==> src/rtl/gate_tester_pkg.sv <==
// Shared types and golden model for the 2-input gate tester.
package gate_tester_pkg;

  localparam int unsigned NUM_VEC = 4;

  typedef enum logic [2:0] {
    OP_AND  = 3'd0,
    OP_OR   = 3'd1,
    OP_XOR  = 3'd2,
    OP_NAND = 3'd3,
    OP_NOR  = 3'd4,
    OP_XNOR = 3'd5
  } gate_op_e;

  typedef enum logic [1:0] {
    IDLE,
    DRIVE,
    SAMPLE,
    DONE
  } state_e;

  // Expected gate output; any unknown op code behaves as a constant-0 gate.
  function automatic logic golden(input logic [2:0] op, input logic a, input logic b);
    logic r;
    case (op)
      OP_AND:  r = a & b;
      OP_OR:   r = a | b;
      OP_XOR:  r = a ^ b;
      OP_NAND: r = ~(a & b);
      OP_NOR:  r = ~(a | b);
      OP_XNOR: r = ~(a ^ b);
      default: r = 1'b0;
    endcase
    return r;
  endfunction

endpackage

==> src/rtl/gate_tester_ref.sv <==
// Combinational golden model wrapper: op, a, b -> expected output.
module gate_ref
  import gate_tester_pkg::*;
(
  input  logic [2:0] op,
  input  logic       a,
  input  logic       b,
  output logic       exp
);

  // Evaluate the selected gate for the current vector
  always_comb begin
    exp = golden(op, a, b);
  end

endmodule

==> src/rtl/gate_tester.sv <==
// Stimulus/check engine for a 2-input gate DUT: sweeps {inB,inA} = 00,01,10,11
// (inA first), samples dut_out after settling and counts mismatches.
// Optional build macro: GATE_TESTER_LOOP_EN (continuous sweeping, sticky results).
module gate_tester
  import gate_tester_pkg::*;
#(
  parameter int unsigned SETTLE_CYCLES = 2,
  parameter int unsigned OP            = 0,
  parameter int unsigned ERR_W         = 3
) (
  input  logic             clk,
  input  logic             rst,
  input  logic             start,
  input  logic             dut_out,
  output logic             inA,
  output logic             inB,
  output logic             busy,
  output logic             done,
  output logic             pass,
  output logic [ERR_W-1:0] err_cnt,
  output logic [1:0]       fail_vec
);

  localparam int unsigned      CNT_W    = (SETTLE_CYCLES > 1) ? $clog2(SETTLE_CYCLES) : 1;
  localparam logic [CNT_W-1:0] CNT_LAST = CNT_W'(SETTLE_CYCLES - 1);
  localparam logic [2:0]       OP_SEL   = (OP > 5) ? 3'd7 : 3'(OP);
  localparam logic [ERR_W-1:0] ERR_MAX  = '1;
  localparam logic [1:0]       VEC_LAST = 2'(NUM_VEC - 1);

  state_e           state;
  logic [1:0]       vec;
  logic [CNT_W-1:0] settle;
  logic             fail_seen;
  logic             exp;

  gate_ref u_ref (
    .op  (OP_SEL),
    .a   (vec[0]),
    .b   (vec[1]),
    .exp (exp)
  );

  // Sweep FSM, vector/settle counters and result registers.
  // All status outputs are registered from the current state, so they trail
  // the state by one clock; this is what puts done at 4*(SETTLE_CYCLES+1)+1.
  always_ff @(posedge clk or posedge rst) begin
    if (rst) begin
      state     <= IDLE;
      vec       <= '0;
      settle    <= '0;
      fail_seen <= 1'b0;
      inA       <= 1'b0;
      inB       <= 1'b0;
      busy      <= 1'b0;
      done      <= 1'b0;
      pass      <= 1'b0;
      err_cnt   <= '0;
      fail_vec  <= '0;
    end else begin
      inA  <= vec[0];
      inB  <= vec[1];
      busy <= (state == DRIVE) || (state == SAMPLE);
      done <= (state == DONE);
      pass <= (state == DONE) && (err_cnt == '0);

      case (state)
        IDLE, DONE: begin
          if (start) begin
            vec       <= '0;
            settle    <= '0;
            fail_seen <= 1'b0;
            err_cnt   <= '0;
            fail_vec  <= '0;
            state     <= DRIVE;
          end
`ifdef GATE_TESTER_LOOP_EN
          else if (state == DONE) begin
            vec    <= '0;
            settle <= '0;
            state  <= DRIVE;
          end
`endif
        end
        DRIVE: begin
          if (settle == CNT_LAST) begin
            settle <= '0;
            state  <= SAMPLE;
          end else begin
            settle <= settle + 1'b1;
          end
        end
        SAMPLE: begin
          if (dut_out != exp) begin
            if (err_cnt != ERR_MAX) err_cnt <= err_cnt + 1'b1;
            if (!fail_seen) begin
              fail_seen <= 1'b1;
              fail_vec  <= vec;
            end
          end
          if (vec == VEC_LAST) begin
            state <= DONE;
          end else begin
            vec   <= vec + 2'd1;
            state <= DRIVE;
          end
        end
        default: state <= IDLE;
      endcase
    end
  end

endmodule

==> config.mk <==
export PLATFORM = sky130hd
export DESIGN_NAME = gate_tester
export DESIGN_NICKNAME = d
export VERILOG_FILES = /design/src/rtl/gate_tester_pkg.sv /design/src/rtl/gate_tester_ref.sv /design/src/rtl/gate_tester.sv
export SDC_FILE = /design/constraint.sdc
export NUM_CORES = 1
export LEC_CHECK = 0
export CAP_MARGIN = 20
export CORE_MARGIN = 2
export CORE_UTILIZATION = 51
export DETAILED_ROUTE_END_ITERATION = 16
export HOLD_SLACK_MARGIN = 0.06
export PLACE_DENSITY = 0.87
export SLEW_MARGIN = 0
export SYNTH_ARGS = -nofsm -noshare
export SYNTH_HDL_FRONTEND = slang
export SYNTH_SLANG_ARGS = --single-unit
export TNS_END_PERCENT = 30
==> constraint.sdc <==
create_clock -name clk -period 2.1 [get_ports clk]
set_input_delay 0.21 -clock clk [delete_from_list [all_inputs] [get_ports clk]]
set_output_delay 0.21 -clock clk [all_outputs]
set_load 0.01 [all_outputs]
==> flow_metrics.env <==
export IMPL_tritoncts="built"
export IMPL_die_height_um=45.3
export IMPL_multi_input_area_sq_um=407
export IMPL_ys_types=24
export IMPL_htreeDepth=1
export IMPL_synth_top_area_share_pct=46.0
export IMPL_clockBufferDepth=2
export IMPL_cts_hold_buf=0
export IMPL_finalWirelength_um=1470
export IMPL_avgSynthCellArea_sq_um=11.3
export IMPL_coreArea_sq_mm=0.00156
export IMPL_core_rowCount=14
export IMPL_synth_warnings=0
export IMPL_cp_end_kind="flop"
export IMPL_synth_simple_gate_area_share_pct=14.5
export IMPL_outcome="complete, no violations"
export IMPL_cap_viol_max_count=0
export IMPL_grt_first_pass_wirelength_um=2510
export IMPL_overflow=0
export IMPL_tightest_slew_ns=0.568
export IMPL_synth_xor_xnor_area_share_pct=1.01
export IMPL_layout_min_cycle_time_ns=2.01
export IMPL_start_util_pct=55.9
export IMPL_yosysMostFrequentCell="dfrtp_1"
export IMPL_routedWlPerCell_um=13.8
export IMPL_portBuffers=13
export IMPL_power_leakage_uw=0.000537
export IMPL_ys_seq_area_share_pct=46.0
export IMPL_synth_top_cells_by_area="dfrtp_1, ha_1, mux2i_1"
export IMPL_postCtsSetupBuffers=0
export IMPL_clkLatencyLatePin_ns=0.30
export IMPL_timing_fmax_mhz=498
export IMPL_cp_required_ns=2.27
export IMPL_setup_violations=0
export IMPL_design_area_sq_mm=0.00103
export IMPL_regArea_sq_um=400
export IMPL_die_area_sq_mm=0.00205
export IMPL_cts_buffers_inserted=3
export IMPL_cts_root_buf="clkbuf_4"
export IMPL_num_antenna_cells=0
export IMPL_place_congestion=0.850
export IMPL_synth_top_area_cell="dfrtp_1"
export IMPL_synth_ff_type="dfrtp_1"
export IMPL_clk_pin_slew_worst_paths_ns=0.10
export IMPL_critical_path_class="flop to flop"
export IMPL_syn_nets=90
export IMPL_critPathMaxFanout=7
export IMPL_finalMaxSlewViolations=0
export IMPL_synth_compound_area_share_pct=8.76
export IMPL_slew_headroom_pct=62.1
export IMPL_synth_edf_count=0
export IMPL_clock_sinks=16
export IMPL_synth_async_reset_ratio_pct=100
export IMPL_num_nets_final=105
export IMPL_grt_pass1_vias=589
export IMPL_rsz0062_at_grt="false"
export IMPL_layout_drive_gt1_share_pct=8.79
export IMPL_fillCellCount=119
export IMPL_chipWidth_um=45.3
export IMPL_area_growth_pct=18.4
export IMPL_syn_inst=77
export IMPL_hold_viol_final=0
export IMPL_track_usage_pct=18.1
export IMPL_dpl_hpwl_um=1120
export IMPL_place_area_sq_um=995
export IMPL_synth_area_sq_um=871
export IMPL_antenna_left=0
export IMPL_synthMuxAreaShare_pct=9.48
export IMPL_crit_arrival_ns=2.18
export IMPL_grt_max_degree=17
export IMPL_drc_errors=0
export IMPL_cts_resized=0
export IMPL_start_kind="flop"
export IMPL_drt_iter0_drc=10
export IMPL_synth_top_family_by_area="simple AND/OR/NAND/NOR gates"
export IMPL_avgViaCountPerCell=5.44
export IMPL_fin_crit_sh_pct=95.6
export IMPL_dr_pass1_iters=4
export IMPL_antenna_found_initial=0
export IMPL_fin_setup_tns_ns=0
export IMPL_synth_adder_area_share_pct=12.9
export IMPL_hold_class="input pin to asynchronous set/reset pin"
export IMPL_vias=582
export IMPL_ys_top_cells_by_count="dfrtp_1, ha_1, inv_1"
export IMPL_powerDensity_mw_per_mm2=1220
export IMPL_skew_ns=0.00684
export IMPL_ir_drop_v=0.000777
export IMPL_synth_seq_cells=16
export IMPL_io_pins=14
[path summary, 6_finish.rpt]
| check | end | slack (ns) | cells after the start | startpoint |
|---|---|---|---|---|
| max | vec[0]$_DFFE_PP0P_ | 0.09 | 5 | state[0]$_DFFE_PP0P_ |
| min | busy$_DFF_PP0_ | 0.26 | 2 | rst |
| max reg2reg | vec[0]$_DFFE_PP0P_ | 0.09 | 5 | state[0]$_DFFE_PP0P_ |
| min reg2reg | inB$_DFF_PP0_ | 0.46 | 0 | vec[1]$_DFFE_PP0P_ |
| max in group asynchronous | fail_vec[1]$_DFFE_PP0P_ | 1.46 | 2 | rst |
| min in group clk | inB$_DFF_PP0_ | 0.46 | 0 | vec[1]$_DFFE_PP0P_ |
[cell families after synthesis]
kind of cell,after synthesis
fa+ha+maj,9
mux,8
flops,16
xor+xnor,1
simple gates,20
buf+inv,13
compound gates,10
[metrics by stage]
| stage | std cells | hold WS [ns] | setup WS, ns | total power (uW) | utilization (%) |
|---|---|---|---|---|---|
| floorplan | 77 | 0.124 | 0.255 | 918 | - |
| global placement | 103 | 0.428 | 0.243 | 1030 | 63.8 |
| detailed placement | 103 | 0.434 | 0.130 | 1060 | 63.8 |
| CTS | 107 | 0.283 | 0.0893 | 1270 | 66.1 |
| global route | 107 | 0.339 | 0.00375 | 1360 | 66.1 |
| finish | 107 | 0.262 | 0.0931 | 1260 | 66.1 |
[cell type report]
| class | instances | area share, % |
|---|---|---|
| flip-flops and latches | 16 | 38.8 |
| clock buffers | 4 | 3.52 |
| inverters | 10 | 3.64 |
| well taps | 16 | 1.94 |
| repair buffers | 13 | 12.6 |
| multi-input cells | 48 | 39.4 |
[layout by cell type, fill, tap and decap left out, types with 2 or more instances in the layout]
master	instances
dfrtp_1	16
clkdlybuf4s50_1	13
inv_1	9
ha_1	9
nand2_1	7
mux2i_1	6
nor2b_1	4
nand3b_1	3
clkbuf_4	3
mux2_1	2
o21ai_1	2
and3_1	2
a211oi_1	2
a211o_1	2
[critical path: stages, from the launching register on]
cell and delay [ns]:
dfrtp_1 0.44, inv_1 0.09, ha_1 0.41, nor2b_4 0.19, or3b_1 0.41, mux2_1 0.34
[power breakdown]
part           switching (uW)  total (uW)  internal (uW)
Combinational             284         575            291
Sequential               82.6         480            398
Clock                    99.9         206            106
[state kept, by name, indices dropped and copies added (netlist names)]
register   count
inB            1
done           1
settle         1
pass           1
fail_vec       2
vec            2
busy           1
state          2
inA            1
err_cnt        3
fail_seen      1
[per-layer routing]
layer / track usage (%) / part of all wire [%]
met1: 20.0 / 45
met2: 29.1 / 48
met3: 6.00 / 3.8
met4: 12.4 / 2.8
met5: 0 / 0
(Power assumes the default switching activity.)
